File: config.mk
export PLATFORM = sky130hd
export DESIGN_NAME = w_mem_fetch_unit_flat
export DESIGN_NICKNAME = d
export VERILOG_FILES = /design/src/rtl/w_mem_fetch_unit_pkg.sv /design/src/rtl/w_mem_fetch_unit_if.sv /design/src/rtl/w_fetch_fifo.sv /design/src/rtl/w_mem_fetch_unit.sv /design/src/flat_wrapper.sv
export SDC_FILE = /design/constraint.sdc
export NUM_CORES = 1
export LEC_CHECK = 0
export ABC_AREA = 1
export BUFFER_PORTS_ARGS = -buffer_cell sky130_fd_sc_hd__buf_2
export CAP_MARGIN = 10
export CORE_MARGIN = 4
export CORE_UTILIZATION = 30
export CTS_BUF_LIST = sky130_fd_sc_hd__clkbuf_4 sky130_fd_sc_hd__clkbuf_8 sky130_fd_sc_hd__clkbuf_16
export DETAILED_ROUTE_END_ITERATION = 7
export GPL_ROUTABILITY_DRIVEN = 0
export GPL_TIMING_DRIVEN = 0
export SETUP_SLACK_MARGIN = 0.3
export SLEW_MARGIN = 30
export SYNTH_ARGS = -nofsm -noshare
export SYNTH_HDL_FRONTEND = slang
export SYNTH_SLANG_ARGS = --single-unit
File: constraint.sdc
create_clock -name clk -period 4.14 [get_ports clk]
set_input_delay 0.621 -clock clk [delete_from_list [all_inputs] [get_ports clk]]
set_output_delay 0.621 -clock clk [all_outputs]
set_load 0.02 [all_outputs]
File: src/rtl/w_mem_fetch_unit_pkg.sv
// ============================================================================
// Module  : w_mem_fetch_unit_pkg
// Brief   : Shared state encoding and default buffer depth for the fetch unit
// Revision: 1.0
// ============================================================================
`default_nettype none

package w_mem_fetch_unit_pkg;

  localparam int FETCH_FIFO_DEPTH = 4;

  localparam logic [1:0] ST_IDLE  = 2'd0;
  localparam logic [1:0] ST_FETCH = 2'd1;
  localparam logic [1:0] ST_DRAIN = 2'd2;

  typedef enum logic [1:0] {
    S_IDLE  = ST_IDLE,
    S_FETCH = ST_FETCH,
    S_DRAIN = ST_DRAIN
  } fetch_state_e;

endpackage

`default_nettype wire

File: src/rtl/w_mem_fetch_unit_if.sv
// ============================================================================
// Module  : w_mem_fetch_unit_if
// Brief   : Weight-memory read port plus the valid/ready weight-row stream
// Revision: 1.0
// ============================================================================
`default_nettype none

interface w_mem_fetch_unit_if #(
  parameter int BLOCKS_PER_ROW = 4,
  parameter int NUM_BIT        = 8,
  parameter int ADDR_W         = 13
);

  logic                                          mem_rd_enable;
  logic [ADDR_W-1:0]                             mem_rd_addr;
  logic signed [BLOCKS_PER_ROW-1:0][NUM_BIT-1:0] mem_rd_data;
  logic                                          w_valid;
  logic                                          w_ready;
  logic signed [BLOCKS_PER_ROW-1:0][NUM_BIT-1:0] w_data;
  logic                                          w_last;

  modport master (
    output mem_rd_enable, mem_rd_addr, w_valid, w_data, w_last,
    input  mem_rd_data, w_ready
  );

  modport slave (
    input  mem_rd_enable, mem_rd_addr, w_valid, w_data, w_last,
    output mem_rd_data, w_ready
  );

endinterface

`default_nettype wire

File: src/rtl/w_fetch_fifo.sv
// ============================================================================
// Module  : w_fetch_fifo
// Brief   : Show-ahead row buffer carrying a last-row flag, with occupancy out
// Revision: 1.0
// ============================================================================
`default_nettype none

module w_fetch_fifo
  import w_mem_fetch_unit_pkg::*;
#(
  parameter  int DEPTH  = FETCH_FIFO_DEPTH,
  parameter  int DATA_W = 32,
  localparam int PTR_W  = $clog2(DEPTH),
  localparam int CNT_W  = PTR_W + 1
) (
  input  logic              clk,
  input  logic              reset,
  input  logic              push,
  input  logic [DATA_W-1:0] push_data,
  input  logic              push_last,
  input  logic              pop,
  output logic              valid,
  output logic [DATA_W-1:0] head_data,
  output logic              head_last,
  output logic [CNT_W-1:0]  count
);

  logic [DATA_W:0]    r_mem [DEPTH];
  logic [PTR_W-1:0]   r_wr_ptr;
  logic [PTR_W-1:0]   r_rd_ptr;
  logic [CNT_W-1:0]   r_count;
  logic [DATA_W:0]    w_head;
  logic               w_pop;

  assign valid     = (r_count != '0);
  assign w_pop     = pop && valid;
  assign w_head    = r_mem[r_rd_ptr];
  assign head_data = valid ? w_head[DATA_W-1:0] : '0;
  assign head_last = valid & w_head[DATA_W];
  assign count     = r_count;

  always_ff @(posedge clk) begin
    if (push) begin
      r_mem[r_wr_ptr] <= {push_last, push_data};
    end
  end

  always_ff @(posedge clk or negedge reset) begin
    if (!reset) begin
      r_wr_ptr <= '0;
      r_rd_ptr <= '0;
      r_count  <= '0;
    end else begin
      if (push) begin
        r_wr_ptr <= r_wr_ptr + 1'b1;
      end
      if (w_pop) begin
        r_rd_ptr <= r_rd_ptr + 1'b1;
      end
      if (push && !w_pop) begin
        r_count <= r_count + 1'b1;
      end else if (!push && w_pop) begin
        r_count <= r_count - 1'b1;
      end
    end
  end

endmodule

`default_nettype wire

File: src/rtl/w_mem_fetch_unit.sv
// ============================================================================
// Module  : w_mem_fetch_unit
// Brief   : Strided weight-row fetcher feeding a show-ahead buffer to the MACs
// Revision: 1.0
// ============================================================================
`default_nettype none

module w_mem_fetch_unit
  import w_mem_fetch_unit_pkg::*;
#(
  parameter int BLOCKS_PER_ROW = 4,
  parameter int NUM_BIT        = 8,
  parameter int ADDR_W         = 13,
  parameter int FIFO_DEPTH     = FETCH_FIFO_DEPTH
) (
  input  logic               clk,
  input  logic               reset,
  input  logic               start,
  input  logic [ADDR_W-1:0]  base_addr,
  input  logic [15:0]        num_rows,
  input  logic [ADDR_W-1:0]  stride,
  output logic               busy,
  output logic               done,
  w_mem_fetch_unit_if.master bus
);

  localparam int             ROW_W   = BLOCKS_PER_ROW * NUM_BIT;
  localparam int             CNT_W   = $clog2(FIFO_DEPTH) + 1;
  localparam logic [CNT_W:0] C_DEPTH = (CNT_W + 1)'(FIFO_DEPTH);

  fetch_state_e      r_state;
  logic [ADDR_W-1:0] r_next_addr;
  logic [ADDR_W-1:0] r_last_addr;
  logic [ADDR_W-1:0] r_stride;
  logic [15:0]       r_rows_left;
  logic              r_pending;
  logic              r_pend_last;
  logic              r_done;

  logic              w_issue;
  logic              w_final_issue;
  logic              w_pop;
  logic              w_drain_ok;
  logic              w_fifo_valid;
  logic              w_fifo_last;
  logic [ROW_W-1:0]  w_fifo_data;
  logic [CNT_W-1:0]  w_count;
  logic [CNT_W:0]    w_occupancy;

  // Occupancy counts the in-flight read but gives no credit for a same-cycle pop.
  assign w_occupancy   = {1'b0, w_count} + {{CNT_W{1'b0}}, r_pending};
  assign w_issue       = (r_state == S_FETCH) && (r_rows_left != 16'd0) && (w_occupancy < C_DEPTH);
  assign w_final_issue = w_issue && (r_rows_left == 16'd1);
  assign w_pop         = w_fifo_valid && bus.w_ready;
  // Buffer is empty after this edge: nothing in flight and at most the head leaving.
  assign w_drain_ok    = !r_pending && ((w_count == '0) || ((w_count == CNT_W'(1)) && w_pop));

  always_ff @(posedge clk or negedge reset) begin
    if (!reset) begin
      r_state     <= S_IDLE;
      r_next_addr <= '0;
      r_last_addr <= '0;
      r_stride    <= '0;
      r_rows_left <= '0;
      r_pending   <= 1'b0;
      r_pend_last <= 1'b0;
      r_done      <= 1'b0;
    end else begin
      r_done      <= 1'b0;
      r_pending   <= w_issue;
      r_pend_last <= w_final_issue;
      if (w_issue) begin
        r_last_addr <= r_next_addr;
        r_next_addr <= r_next_addr + r_stride;
        r_rows_left <= r_rows_left - 16'd1;
      end
      case (r_state)
        S_IDLE: begin
          if (start) begin
            r_next_addr <= base_addr;
            r_stride    <= stride;
            r_rows_left <= num_rows;
            r_state     <= (num_rows != 16'd0) ? S_FETCH : S_DRAIN;
          end
        end
        S_FETCH: begin
          if (w_final_issue) begin
            r_state <= S_DRAIN;
          end
        end
        S_DRAIN: begin
          if (w_drain_ok) begin
            r_done  <= 1'b1;
            r_state <= S_IDLE;
          end
        end
        default: r_state <= S_IDLE;
      endcase
    end
  end

  w_fetch_fifo #(
    .DEPTH  (FIFO_DEPTH),
    .DATA_W (ROW_W)
  ) u_fifo (
    .clk       (clk),
    .reset     (reset),
    .push      (r_pending),
    .push_data (bus.mem_rd_data),
    .push_last (r_pend_last),
    .pop       (w_pop),
    .valid     (w_fifo_valid),
    .head_data (w_fifo_data),
    .head_last (w_fifo_last),
    .count     (w_count)
  );

  assign busy              = (r_state != S_IDLE);
  assign done              = r_done;
  assign bus.mem_rd_enable = w_issue;
  assign bus.mem_rd_addr   = w_issue ? r_next_addr : r_last_addr;
  assign bus.w_valid       = w_fifo_valid;
  assign bus.w_data        = w_fifo_data;
  assign bus.w_last        = w_fifo_last;

endmodule

`default_nettype wire

File: src/flat_wrapper.sv
// flat-port wrapper written by rule: the top's interface ports become plain ports
module w_mem_fetch_unit_flat import w_mem_fetch_unit_pkg::*;
#(
  parameter int BLOCKS_PER_ROW = 4,
  parameter int NUM_BIT        = 8,
  parameter int ADDR_W         = 13,
  parameter int FIFO_DEPTH     = FETCH_FIFO_DEPTH
)
  (clk, reset, start, base_addr, num_rows, stride, busy, done, bus_mem_rd_enable, bus_mem_rd_addr, bus_w_valid, bus_w_data, bus_w_last, bus_mem_rd_data, bus_w_ready);
  w_mem_fetch_unit_if #(.BLOCKS_PER_ROW(BLOCKS_PER_ROW), .NUM_BIT(NUM_BIT), .ADDR_W(ADDR_W)) bus_i ();
  input  logic clk;
  input  logic reset;
  input  logic start;
  input  logic [ADDR_W-1:0] base_addr;
  input  logic [15:0] num_rows;
  input  logic [ADDR_W-1:0] stride;
  output logic busy;
  output logic done;
  output wire logic [$bits(bus_i.mem_rd_enable)-1:0] bus_mem_rd_enable;
  output wire logic [$bits(bus_i.mem_rd_addr)-1:0] bus_mem_rd_addr;
  output wire logic [$bits(bus_i.w_valid)-1:0] bus_w_valid;
  output wire logic [$bits(bus_i.w_data)-1:0] bus_w_data;
  output wire logic [$bits(bus_i.w_last)-1:0] bus_w_last;
  input wire logic [$bits(bus_i.mem_rd_data)-1:0] bus_mem_rd_data;
  input wire logic [$bits(bus_i.w_ready)-1:0] bus_w_ready;
  assign bus_mem_rd_enable = bus_i.mem_rd_enable;
  assign bus_mem_rd_addr = bus_i.mem_rd_addr;
  assign bus_w_valid = bus_i.w_valid;
  assign bus_w_data = bus_i.w_data;
  assign bus_w_last = bus_i.w_last;
  assign bus_i.mem_rd_data = bus_mem_rd_data;
  assign bus_i.w_ready = bus_w_ready;
  w_mem_fetch_unit #(.BLOCKS_PER_ROW(BLOCKS_PER_ROW), .NUM_BIT(NUM_BIT), .ADDR_W(ADDR_W), .FIFO_DEPTH(FIFO_DEPTH)) u_core (.clk(clk), .reset(reset), .start(start), .base_addr(base_addr), .num_rows(num_rows), .stride(stride), .busy(busy), .done(done), .bus(bus_i));
endmodule
==> flow_metrics.py, run 1 <==
metrics = {
    "worst_setup_path": {
        "cp.arrival_ns": 2.60,
        "crit_required_ns": 3.52,
        "crit_chain": "inv_1 -> ha_1 -> inv_1 -> nor2_1 -> clkbuf_1 -> a21oi_1 -> buf_2",
        "critPathMaxStageDelay_ns": 0.55,
        "critPathBufInv": 4,
        "worstSetupPathType": "flop to output pin",
        "cp_slowest_cell": "clkbuf_1",
        "cpMostUsedCell": "inv_1",
        "worstPathMaxFanout": 10,
        "start_kind": "flop",
        "endpoint_kind": "output pin",
        "cp_top_family": "buffers and inverters",
    },
    "timing": {
        "drv_slew": 0,
        "tightest_slew_ns": 0.6938,
        "rsz0062_at_grt": "no",
        "finalClockSkew_ns": 0.01309,
        "max_slew_margin": 0.5358,
        "period_needed_ns": 3.218,
        "fin_crit_sh": 0.7773,
        "setup-tns-final_ns": 0,
        "finalHoldViolations": 0,
        "max_freq_mhz": 310.8,
        "setup_viol": 0,
    },
    "pwr": {
        "switching_share": 0.4544,
        "combPwrFrac": 0.499,
        "pwr-share-seq": 0.322,
        "p_int_w": 0.004961,
        "pwr-share-clk": 0.178,
        "power_switching_w": 0.004133,
        "leakagePower_nw": 4.895,
        "p_per_area_nw_per_um2": 814.5,
        "vdd_drop_max_mv": 0.3894,
    },
    "grt": {
        "grt_pass1_wl_um": 37200,
        "grt_overflow": 0,
        "grt_usage": 0.1401,
        "antenna_found_initial": 1,
        "grt_pass1_vias": 7049,
        "grt_max_degree": 36,
    },
    "logic_synthesis": {
        "yosysMostFrequentCell": "nand2_1",
        "netlist-cell-type-count": 30,
        "synth-simple-area-share": 0.2121,
        "ys.flop_type": "edfxtp_1",
        "yosys_warnings": 0,
        "synth_area_leaders": "edfxtp_1 (42%), dfrtp_1 (18%), nand2_1 (9.8%), nor2_1 (7.3%), o21ai_0 (4.4%)",
        "synth-compound-area-share": 0.07694,
        "ys_seq_area_frac": 0.6043,
        "yosys-mux-area-fraction": 0,
        "synth_common_cells": "nand2_1 (243), nor2_1 (182), edfxtp_1 (132), o21ai_0 (82), inv_1 (81)",
        "syn_area_sq_um": 9334,
        "synth_top_area_share": 0.4247,
        "async_reset_ff_frac": 0.3367,
        "synth_nets": 1104,
        "synth_edf_count": 132,
        "yosysTopAreaCell": "edfxtp_1",
        "synth_area_per_cell_sq_um": 9.315,
        "synth_adder_area_share": 0.03298,
        "synth_top_family_by_area": "simple AND/OR/NAND/NOR gates",
        "synth-xor-area-share": 0.01689,
        "ys_ff_latch": 199,
        "syn_inst": 1002,
    },
    "clocking": {
        "clock_latency_ns": 0.44,
        "postCtsSetupRepairBufs": 0,
        "cts_tree": "built",
        "htreeDepth": 4,
        "numClockSinks": 199,
        "clockBufferDepth": 2,
        "cts_resized": 0,
        "ctsHoldBuffers": 0,
        "cts_made_buffers": 17,
        "path_clk_slew_ns": 0.08,
        "cts_root_buf": "clkbuf_16",
    },
    "route": {
        "via_per_inst": 4.585,
        "dr.pass1.iters": 5,
        "wl_um": 24040,
        "drtIter0Drc": 353,
        "routedWlPerCell_um": 15.39,
        "route.detailed.drc": 0,
        "via_count": 7162,
        "drtAntennaViolNets": 0,
    },
    "placement": {
        "numPortBuffers": 127,
        "place_hpwl_um": 16910,
    },
    "floorplanning": {
        "coreArea_sq_um": 30670,
        "boundaryPins": 128,
        "rows": 64,
        "start_util": 0.3043,
        "die_y_um": 184.4,
        "dieArea_sq_um": 34000,
        "die-width_um": 184.4,
    },
    "min_path": {
        "hp-class": "primary input to async pin",
    },
    "final_layout": {
        "final_core_util": 0.3640,
        "areaGrowthSynthToFinish_pct": 19.61,
        "diodes": 0,
        "fillers": 3106,
        "finalNetCount": 1255,
        "drive_gt1_frac": 0.1775,
    },
    "status": {
        "status": "finished clean",
    },
    "run": {
        "drv_cap": 0,
    },
}
-- power by group through the flow --
stage	Combinational (W)	Clock (W)	Sequential, W
after global placement	0.00447	0	0.00296
after detailed placement	0.00458	0	0.00297
final	0.00454	0.00162	0.00293
after CTS	0.00460	0.00166	0.00293
after global routing	0.00515	0.00174	0.00298
after floorplan	0.00316	0	0.00290
-- cell families after synthesis --
logic type	Yosys count
AND/OR/NAND/NOR	493
flip-flops	199
AO/OA/AOI/OAI	141
buffers and inverters	127
adder cells (fa/ha/maj)	24
XOR/XNOR	18
-- flip-flops by register name, indices dropped and copies added (netlist names) --
name                    count
u_core.done                 1
u_core.r_last_addr         13
u_core.r_next_addr         13
u_core.r_pend_last          1
u_core.r_pending            1
u_core.r_rows_left         16
u_core.r_state              2
u_core.r_stride            13
u_core.u_fifo.count         3
u_core.u_fifo.r_mem       132
u_core.u_fifo.r_rd_ptr      2
u_core.u_fifo.r_wr_ptr      2
-- placed cells by master, fill, tap and decap left out, types with 2 or more instances in the layout --
master      netlist  layout
buf_2            17     143
nand4_1           7       7
a21oi_1          50      50
a31oi_1           4       4
clkinvlp_4        0       2
nand3b_1          4       4
nand2_2           2       2
clkinv_1          1       2
nor4_1            2       2
inv_1            81      77
clkinv_8          0       3
xor2_1           13      13
buf_6             2       2
buf_16            0       3
nor2_1          182     182
edfxtp_1        132     132
nand3_1          41      41
inv_2             1       5
buf_4             4       5
nand2_1         243     243
ha_1             23      23
or2_2             7       7
dfrtp_1          67      67
o21ai_1           3       3
clkbuf_1         20      20
clkbuf_16         0      17
inv_6             0       2
nor2_2            4       4
inv_8             0       3
o21ai_0          82      82
buf_12            0       2
xnor2_1           5       5
clkinv_4          0       2
-- per-stage QoR --
step / power, W / worst slack, ns / instances / hold slack, ns / cell area (sq um)
after floorplan: 0.006053 / 1.817 / 1002 / 0.3254 / 9334
after global placement: 0.007428 / 1.295 / 1525 / 0.4558 / 10470
after detailed placement: 0.007549 / 1.289 / 1530 / 0.4632 / 10590
after CTS: 0.009188 / 0.7999 / 1562 / 0.1478 / 11160
after global routing: 0.009868 / 0.7054 / 1562 / 0.1626 / 11160
final: 0.009094 / 0.9221 / 1562 / 0.1442 / 11160
-- layer usage --
metal / routed length (um) / global-route usage / up-vias / share of wire
li1: - / - / 3578 / -
met1: 11200 / 0.1924 / 3369 / 0.47
met2: 11390 / 0.2345 / 195 / 0.47
met3: 1261 / 0.02704 / 18 / 0.052
met4: 165 / 0.02544 / 2 / 0.0069
met5: 20 / 0 / - / 0.00083
-- worst register-to-register path: stages, from the launching register on --
cell and delay [ns]:
dfrtp_1 0.44, inv_1 0.11, ha_1 0.16, inv_1 0.05, nor2_1 0.53, nor2_1 0.20
inv_1 0.10, ha_1 0.27, nor2_1 0.12, o21ai_0 0.12, xor2_1 0.16, inv_1 0.05
-- worst paths after layout --
path / depth (start not counted) / endpoint / slack [ns] / from
setup / recovery: 7 / bus_w_data[8] / 0.92 / u_core.u_fifo.count[0]$_DFFE_PN0P_
hold / removal: 1 / u_core.r_rows_left[5]$_DFF_PN0_ / 0.14 / reset
setup reg to reg: 11 / u_core.u_fifo.count[2]$_DFFE_PN0P_ / 1.74 / u_core.u_fifo.count[0]$_DFFE_PN0P_
hold reg to reg: 2 / u_core.r_last_addr[6]$_DFF_PN0_ / 0.48 / u_core.r_last_addr[6]$_DFF_PN0_
max in group asynchronous: 2 / u_core.r_stride[8]$_DFFE_PN0P_ / 3.43 / reset
min in group clk: 3 / u_core.r_stride[4]$_DFFE_PN0P_ / 0.38 / stride[4]
-- final cells by class --
type / instances / area, sq um / share of cell area
Buffer: 43 / 212.7 / 0.01905
Inverter: 84 / 317.8 / 0.02847
Multi-Input combinational cell: 676 / 3163 / 0.2833
Timing Repair Buffer: 132 / 760.7 / 0.06814
Clock buffer: 18 / 432.9 / 0.03878
Tap cell: 396 / 495.5 / 0.04438
Clock inverter: 14 / 141.4 / 0.01266
Sequential cell: 199 / 5640 / 0.5052
(Power assumes the default switching activity.)
==> inputs of run 2 (changes only) <==
==> constraint.sdc (replaced) <==
create_clock -name clk -period 2.9 [get_ports clk]
set_input_delay 0.435 -clock clk [delete_from_list [all_inputs] [get_ports clk]]
set_output_delay 0.435 -clock clk [all_outputs]
set_load 0.02 [all_outputs]
==> run 2 against run 1 <==
Against the previous run: clock-buffer cell count unchanged; utilization increased by 0.86 points; sequential power increased by 44%; wire length increased by 0.90%; combinational power increased by 52%; register-to-register slack got worse by 0.99 ns; cell count increased by 0.51%; critical path type unchanged; largest cell class unchanged; hold slack improved by 0.045 ns; clock skew increased by 0.00051 ns.
==> flow_metrics.py, run 2 (same netlist as run 1, synthesis figures left out) <==
metrics = {
    "status": {
        "status": "finished clean",
    },
    "route": {
        "routedWlPerCell_um": 15.45,
        "drtIter0Drc": 345,
        "via_count": 7204,
        "route.detailed.drc": 0,
        "via_per_inst": 4.589,
        "wl_um": 24260,
        "drtAntennaViolNets": 0,
        "dr.pass1.iters": 7,
    },
    "clocking": {
        "cts_root_buf": "clkbuf_16",
        "htreeDepth": 4,
        "clockBufferDepth": 2,
        "clock_latency_ns": 0.44,
        "cts_made_buffers": 17,
        "numClockSinks": 199,
        "path_clk_slew_ns": 0.08,
        "cts_tree": "built",
    },
    "grt": {
        "grt_pass1_vias": 7081,
        "antenna_found_initial": 1,
        "grt_pass1_wl_um": 37360,
        "grt_overflow": 0,
        "grt_usage": 0.1406,
        "grt_max_degree": 36,
    },
    "run": {
        "drv_cap": 0,
    },
    "worst_setup_path": {
        "crit_chain": "inv_2 -> ha_4 -> nand2_4 -> nor2_4 -> nand2_2 -> nand2_8 -> inv_6 -> buf_12 -> nand2_1 -> nand2_1 -> buf_4",
        "cp_slowest_cell": "dfrtp_1",
        "cp_top_family": "simple AND/OR/NAND/NOR gates",
        "critPathMaxStageDelay_ns": 0.40,
        "reg2reg_slack_ns": 0.75,
        "critPathBufInv": 4,
        "reg2reg_depth": 11,
        "crit_required_ns": 2.47,
        "start_kind": "flop",
        "timing.rr.start": "u_core.u_fifo.count[0]$_DFFE_PN0P_",
        "cp.arrival_ns": 2.08,
        "worstSetupPathType": "flop to output pin",
        "worstPathMaxFanout": 11,
        "r2r_end": "u_core.u_fifo.count[2]$_DFFE_PN0P_",
        "endpoint_kind": "output pin",
        "cpMostUsedCell": "nand2_1",
    },
    "final_layout": {
        "final_area_sq_um": 11430,
        "drive_gt1_frac": 0.2087,
        "areaGrowthSynthToFinish_pct": 22.43,
        "layout_commonest_cell": "nand2_1",
        "reg_top3": "u_core.u_fifo.r_mem (132), u_core.r_rows_left (16)",
        "final_cell_mix": "nand2_1 (243), nor2_1 (178), buf_2 (136), edfxtp_1 (132), inv_1 (75)",
        "final_core_util": 0.3726,
        "diodes": 0,
        "fillers": 3086,
        "regMostFlops": "u_core.u_fifo.r_mem",
        "largest_register_ffs": 132,
        "finalNetCount": 1263,
    },
    "pwr": {
        "power_switching_w": 0.006043,
        "leakagePower_nw": 5.028,
        "pwr-share-clk": 0.172,
        "p_int_w": 0.007389,
        "combPwrFrac": 0.514,
        "pwr-share-seq": 0.313,
        "switching_share": 0.4499,
        "p_per_area_nw_per_um2": 1175,
        "vdd_drop_max_mv": 0.6054,
    },
    "timing": {
        "finalHoldViolations": 0,
        "drv_slew": 0,
        "tightest_slew_ns": 0.5928,
        "setup-tns-final_ns": 0,
        "max_slew_margin": 0.6042,
        "rsz0062_at_grt": "yes",
        "hold_ws_ns": 0.1894,
        "fin_crit_sh": 0.8657,
        "setup_viol": 0,
        "period_needed_ns": 2.510,
        "max_freq_mhz": 398.3,
        "finalClockSkew_ns": 0.01360,
        "setup_ws_ns": 0.3895,
    },
    "floorplanning": {
        "dieArea_sq_um": 34000,
        "die_y_um": 184.4,
        "start_util": 0.3043,
        "boundaryPins": 128,
        "die-width_um": 184.4,
        "rows": 64,
        "coreArea_sq_um": 30670,
    },
    "min_path": {
        "hold_start": "stride[4]",
        "hp-class": "primary input to flop",
        "whs_path_depth": 3,
        "min_to": "u_core.r_stride[4]$_DFFE_PN0P_",
    },
    "placement": {
        "numPortBuffers": 127,
        "place_hpwl_um": 16910,
        "dp_slack_ns": 0.2355,
        "place_area_sq_um": 10590,
    },
}
run 2: worst min-delay path: cells and delay by family:
family / cells / cell delay [ns]
AND/OR/NAND/NOR: 2 / 0.09
buffers and inverters: 1 / 0.07
run 2: what timing repair did:
item,CTS,global route
buffers inserted,3,3
hold buffers,1,0
hold endpoints to repair,34,0
endpoints found under the setup margin,48,39
pin swaps,1,4
resized for setup,35,55
cloned,0,1
run 2: worst max path at each step:
stage	depth (start not counted)	start	end
finish	11	u_core.r_rows_left[1]$_DFF_PN0_	bus_mem_rd_addr[7]
CTS	11	u_core.r_rows_left[0]$_DFF_PN0_	bus_mem_rd_addr[7]
floorplan	8	u_core.r_rows_left[0]$_DFF_PN0_	bus_mem_rd_addr[10]
global route	7	u_core.u_fifo.count[1]$_DFFE_PN0P_	bus_w_data[22]
global placement	7	u_core.u_fifo.count[0]$_DFFE_PN0P_	bus_w_data[2]
detailed placement	7	u_core.u_fifo.count[0]$_DFFE_PN0P_	bus_w_data[2]
run 2: layout make-up:
cell class / count / area (sq um) / area share
sequential: 199 / 5644 / 0.4939
multi-input combinational: 676 / 3244 / 0.2839
timing repair buffer: 140 / 855.8 / 0.07489
tap: 396 / 495.5 / 0.04336
clock buffer: 18 / 432.9 / 0.03788
inverter: 84 / 321.6 / 0.02814
buffer: 43 / 291.5 / 0.02551
clock inverter: 14 / 141.4 / 0.01237
run 2: metal layers:
metal  track usage  part of all wire  vias to the layer above
met5             0           0.00082                        -
met4       0.02632            0.0070                        2
met3       0.02664             0.050                       21
met2        0.2365              0.48                      211
met1        0.1917              0.47                     3370
li1              -                 -                     3600
run 2: through the flow:
step | std cells | power (W)
after CTS | 1566 | 0.01329
after global routing | 1570 | 0.01454
after global placement | 1525 | 0.01060
final | 1570 | 0.01343
after floorplan | 1002 | 0.008642
after detailed placement | 1530 | 0.01078
run 2: power by group through the flow:
stage	clock, W	combinational [W]	sequential (W)
after global placement	0	0.00638	0.00423
after floorplan	0	0.00451	0.00413
after CTS	0.00237	0.00674	0.00418
after detailed placement	0	0.00654	0.00423
after global routing	0.00248	0.00778	0.00428
final	0.00232	0.00691	0.00421
==> inputs of run 3 (changes only) <==
--- a/config.mk
+++ b/config.mk
@@ -10,7 +10,7 @@
 export CAP_MARGIN = 10
 export CORE_MARGIN = 4
 export CORE_UTILIZATION = 30
-export CTS_BUF_LIST = sky130_fd_sc_hd__clkbuf_4 sky130_fd_sc_hd__clkbuf_8 sky130_fd_sc_hd__clkbuf_16
+export CTS_BUF_LIST = sky130_fd_sc_hd__clkbuf_16
 export DETAILED_ROUTE_END_ITERATION = 7
 export GPL_ROUTABILITY_DRIVEN = 0
 export GPL_TIMING_DRIVEN = 0
==> run 3 against run 2 <==
Against the previous run: sequential share of layout area barely moved; sequential power about the same; critical path type unchanged; wire length fell by 0.12%; clock skew about the same; clock power about the same; non-clock buffer count did not move; combinational power barely moved; die area unchanged; utilization is essentially flat; total power about the same; fmax about the same; critical endpoint unchanged; clock-buffer cell count shrank 1.
==> flow_metrics.py, run 3 (same netlist as run 1, synthesis figures left out) <==
metrics = {
    "clocking": {
        "path_clk_slew_ns": 0.08,
        "numClockSinks": 199,
        "cts_tree": "built",
        "cts_root_buf": "clkbuf_16",
        "clockBufferDepth": 2,
        "cts_made_buffers": 17,
        "clock_latency_ns": 0.44,
        "htreeDepth": 4,
    },
    "min_path": {
        "whs_path_depth": 3,
        "hold_start": "stride[4]",
        "min_to": "u_core.r_stride[4]$_DFFE_PN0P_",
        "hp-class": "primary input to flop",
    },
    "timing": {
        "max_slew_margin": 0.6056,
        "fin_crit_sh": 0.8652,
        "tightest_slew_ns": 0.5907,
        "drv_slew": 0,
        "rsz0062_at_grt": "yes",
        "setup-tns-final_ns": 0,
        "max_freq_mhz": 398.5,
        "finalClockSkew_ns": 0.01355,
        "setup_viol": 0,
        "hold_ws_ns": 0.1889,
        "finalHoldViolations": 0,
        "period_needed_ns": 2.509,
    },
    "worst_setup_path": {
        "critPathBufInv": 4,
        "cp_top_family": "simple AND/OR/NAND/NOR gates",
        "endpoint_kind": "output pin",
        "cpMostUsedCell": "nand2_1",
        "timing.rr.start": "u_core.u_fifo.count[0]$_DFFE_PN0P_",
        "worstSetupPathType": "flop to output pin",
        "start_kind": "flop",
        "reg2reg_depth": 11,
        "worstPathMaxFanout": 11,
        "r2r_end": "u_core.u_fifo.count[2]$_DFFE_PN0P_",
        "crit_required_ns": 2.47,
        "reg2reg_slack_ns": 0.75,
        "cp_slowest_cell": "dfrtp_1",
        "cp.arrival_ns": 2.07,
        "crit_chain": "inv_2 -> ha_4 -> nand2_4 -> nor2_4 -> nand2_2 -> nand2_8 -> inv_6 -> buf_12 -> nand2_1 -> nand2_1 -> buf_4",
        "critPathMaxStageDelay_ns": 0.40,
    },
    "floorplanning": {
        "coreArea_sq_um": 30670,
        "rows": 64,
        "boundaryPins": 128,
        "die_y_um": 184.4,
        "dieArea_sq_um": 34000,
        "die-width_um": 184.4,
        "start_util": 0.3043,
    },
    "final_layout": {
        "reg_top3": "u_core.u_fifo.r_mem (132), u_core.r_rows_left (16)",
        "multi_input_comb_area_sq_um": 3244,
        "final_cell_mix": "nand2_1 (243), nor2_1 (178), buf_2 (136), edfxtp_1 (132), inv_1 (76)",
        "layout_commonest_cell": "nand2_1",
        "final_core_util": 0.3725,
        "finalNetCount": 1263,
        "drive_gt1_frac": 0.2078,
        "regMostFlops": "u_core.u_fifo.r_mem",
        "final_area_sq_um": 11420,
        "final_cells": 1570,
        "regArea_sq_um": 5644,
        "fillers": 3086,
        "diodes": 0,
        "areaGrowthSynthToFinish_pct": 22.39,
        "largest_register_ffs": 132,
    },
    "placement": {
        "place_area_sq_um": 10590,
        "place_hpwl_um": 16910,
        "dpl.cell_count": 1530,
        "numPortBuffers": 127,
    },
    "status": {
        "status": "finished clean",
    },
    "route": {
        "dr.pass1.iters": 7,
        "via_per_inst": 4.589,
        "wl_um": 24230,
        "routedWlPerCell_um": 15.43,
        "via_count": 7204,
        "drtIter0Drc": 328,
        "drtAntennaViolNets": 0,
        "route.detailed.drc": 0,
    },
    "grt": {
        "grt_max_degree": 36,
        "grt_overflow": 0,
        "antenna_found_initial": 1,
        "grt_pass1_vias": 7081,
        "grt_usage": 0.1406,
        "grt_pass1_wl_um": 37360,
    },
    "pwr": {
        "p_per_area_nw_per_um2": 1175,
        "leakagePower_nw": 5.028,
        "vdd_drop_max_mv": 0.6055,
    },
    "run": {
        "drv_cap": 0,
    },
}
## run 3: cell count changes in the layout (fill, tap and decap cells not counted)
cell      previous run  this run
clkbuf_4             5         4
inv_1               75        76
## run 3: per-stage QoR
stage / total power, W / setup slack, ns
2_1_floorplan: 0.008642 / 0.7625
6_report: 0.01342 / 0.3908
5_1_grt: 0.01453 / 0.2889
4_1_cts: 0.01328 / 0.3030
3_5_place_dp: 0.01078 / 0.2355
3_3_place_gp: 0.01060 / 0.2415
## run 3: cell type report
cell class	count	area share
flip-flops and latches	199	0.4941
inverters	84	0.02815
plain buffers	43	0.02552
clock buffers	17	0.03724
repair buffers	140	0.07492
well taps	396	0.04337
clock inverters	15	0.01271
multi-input cells	676	0.2840
## run 3: power by group
| part | switching (W) | total, W | internal [W] |
|---|---|---|---|
| clock | 0.00117 | 0.00231 | 0.00114 |
| sequential | 0.000420 | 0.00421 | 0.00379 |
| combinational | 0.00446 | 0.00691 | 0.00245 |
| total | 0.00604 | 0.0134 | 0.00738 |
## run 3: worst max-delay path by stage
stage	start	end	slack [ns]	depth (start not counted)
after floorplan	u_core.r_rows_left[0]$_DFF_PN0_	bus_mem_rd_addr[10]	0.76	8
after global placement	u_core.u_fifo.count[0]$_DFFE_PN0P_	bus_w_data[2]	0.24	7
after detailed placement	u_core.u_fifo.count[0]$_DFFE_PN0P_	bus_w_data[2]	0.24	7
after CTS	u_core.r_rows_left[0]$_DFF_PN0_	bus_mem_rd_addr[7]	0.30	11
after global routing	u_core.u_fifo.count[1]$_DFFE_PN0P_	bus_w_data[22]	0.29	7
final	u_core.r_rows_left[1]$_DFF_PN0_	bus_mem_rd_addr[7]	0.39	11
## run 3: metal layers
metal,track usage,vias to the layer above,part of all wire,routed length (um)
met5,0,-,0.00083,20
met4,0.02632,2,0.0070,170
met1,0.1917,3376,0.47,11310
met3,0.02664,21,0.049,1177
met2,0.2365,204,0.48,11550
li1,-,3601,-,-
## run 3: timing repair
action	CTS	global route
hold buffers	1	0
setup buffers	3	3
endpoints found under the setup margin	48	39
endpoints found under the hold margin	34	0
cloned	0	1
pin swaps	1	4
resized for setup	35	55
## run 3: worst min-delay path, delay by kind of cell
family	cells	cell delay, ns
buffers and inverters	1	0.07
and+or+nand+nor	2	0.09
